**config.mk**
```make
export PLATFORM = sky130hd
export DESIGN_NAME = ctrl_fsm
export DESIGN_NICKNAME = d
export VERILOG_FILES = /design/src/rtl/ctrl_fsm.sv
export SDC_FILE = /design/constraint.sdc
export NUM_CORES = 1
export LEC_CHECK = 0
export CELL_PAD_IN_SITES_DETAIL_PLACEMENT = 1
export CELL_PAD_IN_SITES_GLOBAL_PLACEMENT = 1
export CORE_MARGIN = 2
export CORE_UTILIZATION = 40
export DETAILED_ROUTE_END_ITERATION = 8
export GPL_TIMING_DRIVEN = 0
export PLACE_DENSITY_LB_ADDON = 0.1
export SYNTH_ARGS = -nofsm -noshare
export SYNTH_HDL_FRONTEND = slang
export SYNTH_SLANG_ARGS = --single-unit
```
**constraint.sdc**
```tcl
create_clock -name clk -period 4.24 [get_ports clk]
set_input_delay 0.636 -clock clk [delete_from_list [all_inputs] [get_ports clk]]
set_output_delay 0.636 -clock clk [all_outputs]
set_load 0.1 [all_outputs]
```
**src/rtl/ctrl_fsm.sv**
```systemverilog
// Job sequencer for the X_buffer / ALU / SRAM readout datapath.
// One start pulse runs load, compute and a NUM_WORDS burst read, with a watchdog on the waits.
module ctrl_fsm #(
  parameter int NUM_WORDS = 16,
  parameter int CNT_W     = 8,
  parameter int TIMEOUT   = 1023,
  parameter int TO_W      = 10
) (
  input  logic             clk,
  input  logic             rst,
  input  logic             start,
  input  logic             err_clr,
  input  logic             xload_done,
  input  logic             ALU_done,
  output logic             input_load_en,
  output logic             ALU_en,
  output logic             cs_n,
  output logic             ry,
  output logic [CNT_W-1:0] rd_cnt,
  output logic             busy,
  output logic             done,
  output logic             err
);

  typedef enum logic [2:0] {
    IDLE,
    LOAD,
    COMPUTE,
    READ,
    DONE_S,
    ERROR
  } state_t;

  // wd holds the number of cycles already spent in the current wait state,
  // so the TIMEOUT-th cycle of LOAD or COMPUTE is the one with wd == TIMEOUT-1.
  localparam logic [TO_W-1:0]  WD_LAST = TO_W'(TIMEOUT - 1);
  localparam logic [CNT_W-1:0] RD_LAST = CNT_W'(NUM_WORDS - 1);

  state_t           state, state_next;
  logic [TO_W-1:0]  wd, wd_next;
  logic [CNT_W-1:0] rd_cnt_next;
  logic             timeout;

  always_comb begin
    state_next  = state;
    rd_cnt_next = '0;
    timeout     = (wd == WD_LAST);
    case (state)
      IDLE:    if (start) state_next = LOAD;
      LOAD: begin
        if (xload_done)   state_next = COMPUTE;
        else if (timeout) state_next = ERROR;
      end
      COMPUTE: begin
        if (ALU_done)     state_next = READ;
        else if (timeout) state_next = ERROR;
      end
      READ: begin
        if (rd_cnt == RD_LAST) state_next = DONE_S;
        else                   rd_cnt_next = rd_cnt + 1'b1;
      end
      DONE_S:  state_next = IDLE;
      ERROR:   if (err_clr) state_next = IDLE;
      default: state_next = IDLE;
    endcase
    wd_next = '0;
    if ((state_next == state) && ((state == LOAD) || (state == COMPUTE)))
      wd_next = wd + 1'b1;
  end

  // Outputs are decoded from the next state so every strobe is a flop output.
  always_ff @(posedge clk or negedge rst) begin
    if (!rst) begin
      state         <= IDLE;
      wd            <= '0;
      rd_cnt        <= '0;
      input_load_en <= 1'b0;
      ALU_en        <= 1'b0;
      cs_n          <= 1'b1;
      ry            <= 1'b0;
      busy          <= 1'b0;
      done          <= 1'b0;
      err           <= 1'b0;
    end else begin
      state         <= state_next;
      wd            <= wd_next;
      rd_cnt        <= rd_cnt_next;
      input_load_en <= (state_next == LOAD);
      ALU_en        <= (state_next == COMPUTE);
      cs_n          <= (state_next != READ);
      ry            <= (state_next == READ);
      busy          <= (state_next == LOAD) || (state_next == COMPUTE) || (state_next == READ);
      done          <= (state_next == DONE_S);
      err           <= (state_next == ERROR);
    end
  end

endmodule
```
Word-level counts from Yosys, hierarchy flattened. Cells that the tools add are included. W data, S select, Z words.

Flip-flop bits (word level): 28. Word-level logic and storage cells: 40.

Reduce and logical (&&, ||, !) cells: 5. Add/subtract/negate cells: 2. Eq/ne operators: 13. Mux-type cells: 10.

Operator list (count): $mux W3 (6); $mux W8 (2); $pmux W3 S5 (1); $eq A3 B2 Y1 const B (4); $add A10 B1 Y10 const B (1); $eq A10 B10 Y1 const B (1); $mux W10 (1); $eq A3 B3 Y1 const B (3); $add A8 B1 Y8 const B (1); $eq A8 B4 Y1 const B (1); $eq A3 B1 Y1 const B (2); $eq A3 B3 Y1 (1); $logic_not A3 Y1 (1); $logic_or A1 B1 Y1 (3); $ne A3 B2 Y1 const B (1); $logic_and A1 B1 Y1 (1).

Logic depth before layout (Yosys ltp).
Depth in word-level cells: 7. Mapped depth: 9.

Worst setup path after synthesis. No wires, ideal clock.

Kind: reg2reg. From: reg rd_cnt[0]. To: reg wd[8]. Slack: 1.753 ns. Cell stages (with the launch flop): 9. Arrival time: 2.352 ns. Library setup time: 0.135 ns. Path through: dfrtp_1 > ha_1 > and3_4 > buf_6 > a311o_2 > inv_2 > a21oi_2 > a2bb2oi_4 > nor3b_2.

Word-level cells in the longest chain between the ends: 6.

Ends and longest elaborated chain: start, declared (RTL line 19) `output logic [CNT_W-1:0] rd_cnt,`; start signal, assigned (RTL line 87) `rd_cnt <= rd_cnt_next;`; $eq A8 B4 Y1 (RTL line 59) `if (rd_cnt == RD_LAST) state_next = DONE_S;`; $mux W3 (RTL line 59); $pmux W3 S5 (RTL line 48) `case (state)`; $eq A3 B3 Y1 (RTL line 67) `if ((state_next == state) && ((state == LOAD) || (state == COMPUTE)))`; $logic_and A1 B1 Y1 (RTL line 67); $mux W10 (RTL line 67); named net wd_next[8] (RTL line 40) `logic [TO_W-1:0] wd, wd_next;`; end signal, assigned (RTL line 86) `wd <= wd_next;`; end, declared (RTL line 40).

The timed path passes the listed nets, and every way through them passes these cells.

Worst setup path after layout.
From: reg rd_cnt[4]. To: out rd_cnt[4].

No word-level cell between the ends.

==> out/results.tsv <==
metric	value	unit
ctsHoldBuffers	0	
cap_violations	0	
worstHoldPathType	primary input to async pin	
power	0.001077	W
start_kind	flip-flop	
rsz0062_at_grt	no	
viasPerCell	5.216	
remaining_drc_errors	0	
diodes	0	
tightest_slew	979.3	ps
drt-wirelength-per-cell	15.19	microns
max_stage_delay	1190	ps
numPortBuffers	20	
synth_edf_count	0	
arrival	2010	ps
syn_area_per_cell	11.64	sq um
clk_latency	330	ps
syn_to_final_growth	19.32	%
synth_area	1444	sq um
p_leak	0.7104	nW
synthArstFlopShare	1.000	
antenna_left	0	
antenna_found_initial	0	
cts_sinks	28	
netlist_instances	124	
cts_tree	done	
relSlewSlack	0.3451	
min_period	2641	ps
slew_violations	0	
die_h	64.08	microns
ys_seq_area_frac	0.4861	
grt_overflow	0	
hpwl	2239	microns
synth-seq-cells	28	
setup_viol_count_final	0	
finalCritPeriodShare	0.6230	
crit_path_end_kind	output port	
vias	1012	
cp.required	3600	ps
peakVddDrop	0.0002792	V
powerDensity	625.1	nW/um^2
rows	21	
clock_skew	6.473	ps
synth_flop_cell	dfrtp_1	
fillers	374	
worstPathCellList	clkdlybuf4s50_1	
grt_use_total	0.1632	
cts_post_setup_buffers_inserted	0	
cp_num_buf_inv	1	
fin_ws	1599	ps
cp_max_fo	5	
ys_types	40	
die-area	4106	sq um
clockRootBuffer	clkbuf_4	
post_cts_resized	0	
synth.net_count	133	
die_x	64.08	microns
critPathSlowestCell	clkdlybuf4s50_1	
core	3390	sq um
final_layout_size_suffix_gt1_frac	0.1959	
grt_max_degree	29	
initial_utilization	0.4260	
htreeDepth	1	
tns	0	ps
path_class	flip-flop to output port	
hold_viol	0	
first_iter_violations	28	
status	finished, final reports clean	
final_nets	158	
cts_buffers	3	
grt_pass1_vias	1113	
wirelength	2947	microns
gp_congestion	0.8072	
fmax	378.6	MHz
clockBufferDepth	2	
drt_pass1_iterations	2	
ys_warn_count	0	
cp_top_family	buffers and inverters	
io_pins	21	
grt_pass1_wl	5244	microns
post-place-ws	1911	ps
clk_pin_slew	150	ps
-- report_power, final --
group / total [W] / switching (W) / internal, W
clock: 0.000116 / 0.0000788 / 0.0000369
sequential: 0.000355 / 0.0000373 / 0.000317
combinational: 0.000607 / 0.000435 / 0.000172
total: 0.00108 / 0.000551 / 0.000526
-- flip-flops by register name (all words and copies together), names as in the netlist --
| signal | flops |
|---|---|
| wd | 10 |
| cs_n | 1 |
| input_load_en | 1 |
| rd_cnt | 8 |
| ALU_en | 1 |
| state | 3 |
| busy | 1 |
| err | 1 |
| done | 1 |
| ry | 1 |
-- worst paths after layout --
check                           slack [ps]  depth (start not counted)                  end                 from
min in group clk                       520                          1  rd_cnt[0]$_DFF_PN0_  rd_cnt[0]$_DFF_PN0_
max in group asynchronous             3530                          1  rd_cnt[4]$_DFF_PN0_                  rst
worst min-delay path                   300                          1   state[1]$_DFF_PN0_                  rst
worst max-delay path                  1600                          1            rd_cnt[4]  rd_cnt[4]$_DFF_PN0_
worst max register to register        2090                          8      wd[8]$_DFF_PN0_  rd_cnt[0]$_DFF_PN0_
worst min register to register         520                          1  rd_cnt[0]$_DFF_PN0_  rd_cnt[0]$_DFF_PN0_
-- logic make-up (layout without fill, tap and decap cells) --
logic type               Yosys count  count (layout)  share of synthesized area
multiplexers                       1               1                   0.006933
adder cells (fa/ha/maj)            3               3                    0.02600
buffers and inverters              9              33                    0.03725
XOR/XNOR                          14              14                    0.08492
AND/OR/NAND/NOR                   52              52                     0.2331
flip-flops                        28              28                     0.4861
AO/OA/AOI/OAI                     17              17                     0.1257
-- area by class of cell --
class	count	area (sq um)	area share
Buffer	4	35.03	0.02033
Clock buffer	4	26.28	0.01525
Inverter	5	18.77	0.01089
Multi-Input combinational cell	87	688.2	0.3994
Sequential cell	28	701.9	0.4074
Tap cell	46	57.56	0.03341
Timing Repair Buffer	20	195.2	0.1133
-- layer usage --
| metal | up-vias | track usage | part of all wire | wire length [microns] |
|---|---|---|---|---|
| li1 | 481 | - | - | - |
| met1 | 513 | 0.2072 | 0.44 | 1309 |
| met2 | 14 | 0.2786 | 0.51 | 1496 |
| met3 | 4 | 0.02817 | 0.036 | 106 |
| met4 | 0 | 0.05707 | 0.012 | 34 |
| met5 | - | 0 | 0 | 0 |
-- placed cells by master (no fill, tap or decap), types with 4 or more instances in the layout --
cell	count
dfrtp_1	27
a211oi_2	7
nand3_1	8
nand2_1	7
xnor2_1	4
nor2_1	12
xor2_1	10
nand2b_1	4
inv_1	4
clkdlybuf4s50_1	19
-- per-stage QoR --
stage	area [sq um]	util	instances	hold slack [ps]
2_1_floorplan	1444	-	124	340.4
3_5_place_dp	1702	0.5020	190	511.9
3_3_place_gp	1702	0.5020	190	495.4
6_report	1723	0.5083	194	295.8
4_1_cts	1728	0.5098	194	530.9
5_1_grt	1723	0.5083	194	326.8
-- cell usage after synthesis, types with 2 or more instances --
| master | number | area (sq um) |
|---|---|---|
| nor2_1 | 12 | 45.04 |
| nand2b_1 | 4 | 25.02 |
| buf_6 | 2 | 22.52 |
| nand2_1 | 7 | 26.28 |
| inv_1 | 4 | 15.01 |
| and4_1 | 3 | 26.28 |
| nand4_1 | 2 | 12.51 |
| nand3_1 | 8 | 40.04 |
| nor3b_2 | 3 | 37.54 |
| nor2b_1 | 3 | 18.77 |
| xor2_1 | 10 | 87.58 |
| dfrtp_1 | 27 | 675.7 |
| xnor2_1 | 4 | 35.03 |
| ha_1 | 3 | 37.54 |
| a211oi_2 | 7 | 87.58 |
No activity file was read; power rests on OpenSTA's default activity.
